File: config.mk
export PLATFORM = sky130hd
export DESIGN_NAME = uart_rx_byte
export DESIGN_NICKNAME = d
export VERILOG_FILES = /design/src/rtl/uart_rx_byte.sv
export SDC_FILE = /design/constraint.sdc
export NUM_CORES = 1
export LEC_CHECK = 0
export ABC_AREA = 1
export CORE_MARGIN = 4
export CORE_UTILIZATION = 28
export CTS_BUF_LIST = sky130_fd_sc_hd__clkbuf_8 sky130_fd_sc_hd__clkbuf_16
export CTS_CLUSTER_DIAMETER = 150
export DETAILED_ROUTE_END_ITERATION = 7
export PLACE_DENSITY = 0.52
export SYNTH_ARGS = -nofsm -noshare
export SYNTH_HDL_FRONTEND = slang
export SYNTH_SLANG_ARGS = --single-unit
File: constraint.sdc
create_clock -name clk -period 1.75 [get_ports clk]
set_input_delay 0.2625 -clock clk [delete_from_list [all_inputs] [get_ports clk]]
set_output_delay 0.2625 -clock clk [all_outputs]
set_load 0.01 [all_outputs]
File: src/rtl/uart_rx_byte.sv
// UART receiver: 8 data bits, no parity, 1 stop bit, LSB first, idle-high line.
// Emits a one-cycle data-valid strobe per good frame and a framing-error strobe on a low stop bit.
module uart_rx_byte #(
  parameter int unsigned CLKS_PER_BIT = 1736
) (
  input  logic       clk,
  input  logic       rst,
  input  logic       i_rx_serial,
  output logic [7:0] o_rx_byte,
  output logic       o_rx_dv,
  output logic       o_frame_err,
  output logic       o_busy
);

  localparam int unsigned HALF_BIT = CLKS_PER_BIT / 2;
  localparam int unsigned CNT_W    = $clog2(CLKS_PER_BIT);

  localparam logic [CNT_W-1:0] CNT_BIT_END  = CNT_W'(CLKS_PER_BIT - 1);
  localparam logic [CNT_W-1:0] CNT_HALF_END = CNT_W'(HALF_BIT - 1);

  typedef enum logic [2:0] {
    S_IDLE,
    S_START,
    S_DATA,
    S_STOP,
    S_CLEANUP
  } state_t;

  state_t           r_state;
  state_t           w_state_nxt;
  logic             r_rx_meta;
  logic             r_rx_s;
  logic             r_rx_d;
  logic [CNT_W-1:0] r_clk_cnt;
  logic [CNT_W-1:0] w_clk_cnt_nxt;
  logic [2:0]       r_bit_idx;
  logic [2:0]       w_bit_idx_nxt;
  logic [7:0]       r_shift;
  logic [7:0]       w_shift_nxt;
  logic [7:0]       r_rx_byte;
  logic [7:0]       w_rx_byte_nxt;
  logic             r_rx_dv;
  logic             w_rx_dv_nxt;
  logic             r_frame_err;
  logic             w_frame_err_nxt;
  logic             w_start_edge;

  // Two-flop synchronizer plus one delayed copy for falling-edge detection; idle-high reset.
  always_ff @(posedge clk or posedge rst) begin
    if (rst) begin
      r_rx_meta <= 1'b1;
      r_rx_s    <= 1'b1;
      r_rx_d    <= 1'b1;
    end else begin
      r_rx_meta <= i_rx_serial;
      r_rx_s    <= r_rx_meta;
      r_rx_d    <= r_rx_s;
    end
  end

  assign w_start_edge = r_rx_d & ~r_rx_s;

  // State and datapath registers.
  always_ff @(posedge clk or posedge rst) begin
    if (rst) begin
      r_state     <= S_IDLE;
      r_clk_cnt   <= '0;
      r_bit_idx   <= 3'd0;
      r_shift     <= 8'h00;
      r_rx_byte   <= 8'h00;
      r_rx_dv     <= 1'b0;
      r_frame_err <= 1'b0;
    end else begin
      r_state     <= w_state_nxt;
      r_clk_cnt   <= w_clk_cnt_nxt;
      r_bit_idx   <= w_bit_idx_nxt;
      r_shift     <= w_shift_nxt;
      r_rx_byte   <= w_rx_byte_nxt;
      r_rx_dv     <= w_rx_dv_nxt;
      r_frame_err <= w_frame_err_nxt;
    end
  end

  // Next-state and datapath update; strobes default low so each lasts exactly one cycle.
  always_comb begin
    w_state_nxt     = r_state;
    w_clk_cnt_nxt   = r_clk_cnt;
    w_bit_idx_nxt   = r_bit_idx;
    w_shift_nxt     = r_shift;
    w_rx_byte_nxt   = r_rx_byte;
    w_rx_dv_nxt     = 1'b0;
    w_frame_err_nxt = 1'b0;

    case (r_state)
      S_IDLE: begin
        w_clk_cnt_nxt = '0;
        w_bit_idx_nxt = 3'd0;
        if (w_start_edge) begin
          w_state_nxt = S_START;
        end
      end

      S_START: begin
        if (r_clk_cnt == CNT_HALF_END) begin
          w_clk_cnt_nxt = '0;
          w_bit_idx_nxt = 3'd0;
          w_state_nxt   = r_rx_s ? S_IDLE : S_DATA;
        end else begin
          w_clk_cnt_nxt = r_clk_cnt + CNT_W'(1);
        end
      end

      S_DATA: begin
        if (r_clk_cnt == CNT_BIT_END) begin
          w_clk_cnt_nxt          = '0;
          w_shift_nxt[r_bit_idx] = r_rx_s;
          if (r_bit_idx == 3'd7) begin
            w_state_nxt = S_STOP;
          end else begin
            w_bit_idx_nxt = r_bit_idx + 3'd1;
          end
        end else begin
          w_clk_cnt_nxt = r_clk_cnt + CNT_W'(1);
        end
      end

      S_STOP: begin
        if (r_clk_cnt == CNT_BIT_END) begin
          w_clk_cnt_nxt = '0;
          w_state_nxt   = S_CLEANUP;
          if (r_rx_s) begin
            w_rx_byte_nxt = r_shift;
            w_rx_dv_nxt   = 1'b1;
          end else begin
            w_frame_err_nxt = 1'b1;
          end
        end else begin
          w_clk_cnt_nxt = r_clk_cnt + CNT_W'(1);
        end
      end

      S_CLEANUP: begin
        w_state_nxt = S_IDLE;
      end

      default: begin
        w_state_nxt = S_IDLE;
      end
    endcase
  end

  assign o_rx_byte   = r_rx_byte;
  assign o_rx_dv     = r_rx_dv;
  assign o_frame_err = r_frame_err;
  assign o_busy      = (r_state != S_IDLE);

endmodule

==> impl_summary.log <==
[metrics] Clk pwr share: approximately 33%
[metrics] multiplexer share of the synthesized area: 0%
[metrics] number of warnings printed during yosys synthesis: 0
[metrics] Synth Area per Inst: slightly below 8 µm²
[metrics] sequential fraction of the synthesis area: 49.3%
[metrics] final count of hold timing violations: 0
[metrics] maximum number of pins on one net before global-route repair: 39
[metrics] horizontal die dimension: slightly above 90 µm
[metrics] vias in the first global route: 1507
[metrics] area growth from synthesis to layout: 22.0%
[metrics] overall overflow remaining after global route: 0
[metrics] fmax: a little over 600 MHz
[metrics] remaining antenna violation count after routing: 0
[metrics] clock tree skew after final layout: between 7 and 8 ps
[metrics] Final period util: 92.2%
[metrics] final core utilization: 35.0%
[metrics] number of buffers on the longest clock path: 2
[metrics] Vias: approximately 1.6k
[metrics] commonest non-fill, non-tap cell in the layout: nand2_1
[metrics] post-synth top area share: a little under half
[metrics] hold bufs inserted after CTS: 0
[metrics] part of the total power dissipated in sequential elements: 38.5%
[metrics] element type at the critical path end: flip-flop
[metrics] final weighted congestion of routability-driven global placement: around 0.89
[metrics] Avg Vias per Cell: 4.52
[metrics] Mapped Area: 1940 µm²
[metrics] DRT Pass-1 Iters: 4
[metrics] clock buffer count from CTS: 5
[metrics] Lkg Pwr: ~1.2 nW
[metrics] number of synthesized register bits: 38
[metrics] worst-skew pair later-pin latency: 290 ps
[metrics] core area: just under 7000 µm²
[metrics] Setup violations, final: 0
[metrics] outcome: finished clean
[metrics] cell row count: 30
[metrics] setup repair after global routing missed its margin: no
[metrics] combinational share of power: 28.1%
[metrics] reg-to-reg startpoint: r_clk_cnt[0]$_DFFE_PP0P_
[metrics] TritonCTS clock tree: yes
[metrics] Initial Utilization: 28.7%
[metrics] Final TNS setup: 0 ps
[metrics] wire per inst: 11.4 µm
[metrics] GR Util All Layers: 10.7%
[metrics] category of the critical setup timing path: flip-flop to flip-flop
[metrics] Rel. slew slack: about four fifths
[metrics] Final Cell Area: around 2400 µm²
[metrics] largest area contributor in the netlist: dfrtp_1
[metrics] antenna violations before repair: 0
[metrics] path type of the worst min-delay path: primary input to async pin
[metrics] worst slew pin tran: roughly 290 ps
[metrics] adder-cell area share of the yosys netlist: under 10%
[metrics] global-route wire length before repair: 7250 µm
[metrics] number of inserted diodes: 0
[metrics] number of cells on the worst reg-to-reg path: 9
[metrics] hpwl dp: 3010 µm
[metrics] gate count of the mapped netlist: 249
[metrics] Net Sw Power: 919 µW
[metrics] Cell Pwr Density: 1150 nW/µm²
[metrics] top post-synthesis cells by area: dfrtp_1 (45%), nand2_1 (16%), inv_1 (5.4%), nor2_1 (4.7%), o21ai_0 (4.1%)
[metrics] count of H-tree levels built during CTS: 2
[metrics] number of distinct library cells after synthesis: 26
[metrics] number of maximum-capacitance constraint violations: 0
[metrics] Final min period: between 1500 and 2000 ps
[metrics] drt first-iter violations: 53
[metrics] largest family of logic cells by synthesized area: simple AND/OR/NAND/NOR gates
[metrics] largest incremental delay on the critical path: 420 ps
[metrics] simple-gate portion of the synthesized area: between 30% and 40%
[metrics] Buffers on Ports: 13
[metrics] Filler cells: 722
[metrics] cell internal power dissipation: 1.80 mW
[metrics] xor and xnor fraction of the mapped netlist area: 0.452%
[metrics] Ports: 14
[metrics] clock slew seen by the registers of the worst setup and hold paths: 80 ps
[metrics] postcts setup bufs: 0
[metrics] cell-by-cell listing of the critical path: ha_1, nand2_1, inv_1, nand2_1, nor3_1, buf_4, or2_2, nand3_1, inv_1
[metrics] Post-Synthesis Net Count: ~260
[metrics] cell chosen for the clock root: clkbuf_8
[metrics] Post-DP Area: between 2000 and 2500 µm²
[metrics] share of cells above drive strength 1: 15.3%
[metrics] overall routed net length: approximately 4000 µm
[metrics] CP startpoint: r_clk_cnt[0]$_DFFE_PP0P_
[metrics] crit path max-delay cell type: dfrtp_1
[metrics] Worst Setup Start Kind: flip-flop
[metrics] final net count: 280
[metrics] Pins Over Slew Limit: 0
[metrics] crit path max fanout: 5
[metrics] worst endpoint required time: just under 2000 ps
[metrics] synthesized-area fraction occupied by ao, oa, aoi and oai cells: under 10%
[metrics] switching share of total power: 33.8%
[metrics] die height: approximately 91 µm
[metrics] commonest cells after routing, fill and taps aside: nand2_1 (84), dfrtp_1 (33), inv_1 (27)
[metrics] Tot Pwr: ~2.7 mW
[metrics] Total Die Area: 8310 µm²
[metrics] Clock Sinks: 38
[metrics] count of unresolved DRC violations after routing: 0
[metrics] critical path data arrival time: 1810 ps
[metrics] peak supply drop: 0.000344 V
## cells in the mapped netlist
library cell  instances
dfrtp_1              35
o31ai_1               2
o21a_1                1
xor2_1                1
clkbuf_1              1
buf_2                 1
dfstp_2               3
o21ai_2               2
ha_1                  3
o21ai_0              16
nand3_1              13
nand2_2               3
nand3b_1              1
nor2_2                5
a21oi_1               2
nor3_1                8
nand3_4               1
buf_6                 2
nand2_1              85
inv_2                 3
nand3_2               2
nand4_1               5
nor2_4                1
inv_1                28
nor2_1               24
or2_2                 1
## repair_timing
| item | in CTS | in global routing |
|---|---|---|
| endpoints found under the setup margin | 1 | 14 |
| gates resized for setup | 1 | 5 |
| pin swaps | 0 | 1 |
## final cells by class
cell class                 instances  area [µm²]  area share, %
sequential                        38         957           40.5
multi-input combinational        176         837           35.4
timing repair buffer              22         213           9.00
inverter                          31         119           5.03
tap                               80         100           4.24
clock buffer                       5        68.8           2.91
clock inverter                     3        68.8           2.91
## state kept, by name (all words and copies together) (netlist names)
register,cells
r_clk_cnt,11
o_rx_byte,8
r_shift,8
r_bit_idx,3
r_state,3
o_frame_err,1
o_rx_dv,1
r_rx_d,1
r_rx_meta,1
r_rx_s,1
## per-stage QoR
stage | hold WS (ps) | worst slack (ps) | instances
final | 321 | 136 | 355
after global routing | 357 | 3.75 | 355
after CTS | 324 | 6.05 | 355
after detailed placement | 352 | 111 | 347
after global placement | 346 | 135 | 347
after floorplan | 267 | 345 | 249
## routing by layer
layer	vias to the layer above	GRT usage [%]	share of wire, %
met5	-	0	0
met4	0	5.15	1.9
li1	841	-	-
met2	36	15.9	42
met1	721	14.6	52
met3	6	2.15	3.9
## power by group through the flow
stage | clock (mW) | sequential (mW) | combinational, mW
2_1_floorplan | 0 | 1.03 | 0.580
5_1_grt | 0.978 | 1.06 | 0.894
3_3_place_gp | 0 | 1.06 | 0.776
6_report | 0.908 | 1.05 | 0.765
3_5_place_dp | 0 | 1.06 | 0.767
4_1_cts | 0.933 | 1.04 | 0.774
## critical path: cells and delay by family (launching register included)
kind | cells | cell delay (ps)
and+or+nand+nor | 5 | 600
buffers and inverters | 3 | 250
DFF | 1 | 420
adders and majority gates | 1 | 240
## path summary, 6_finish.rpt
kind                                                  to  slack, ps
worst max-delay path            r_clk_cnt[6]$_DFFE_PP0P_        140
worst min-delay path            r_clk_cnt[9]$_DFFE_PP0P_        320
worst max register to register  r_clk_cnt[6]$_DFFE_PP0P_        140
worst min register to register          r_rx_s$_DFF_PP1_        360
max in group asynchronous            r_rx_meta$_DFF_PP1_       1180
min in group clk                        r_rx_s$_DFF_PP1_        360
## cells by family (layout without fill, tap and decap cells)
logic type      Yosys count  in the layout
simple gates            149            149
flops                    38             38
buf+inv                  35             61
compound gates           23             23
fa+ha+maj                 3              3
xor+xnor                  1              1
No activity file was read; power rests on OpenSTA's default activity.
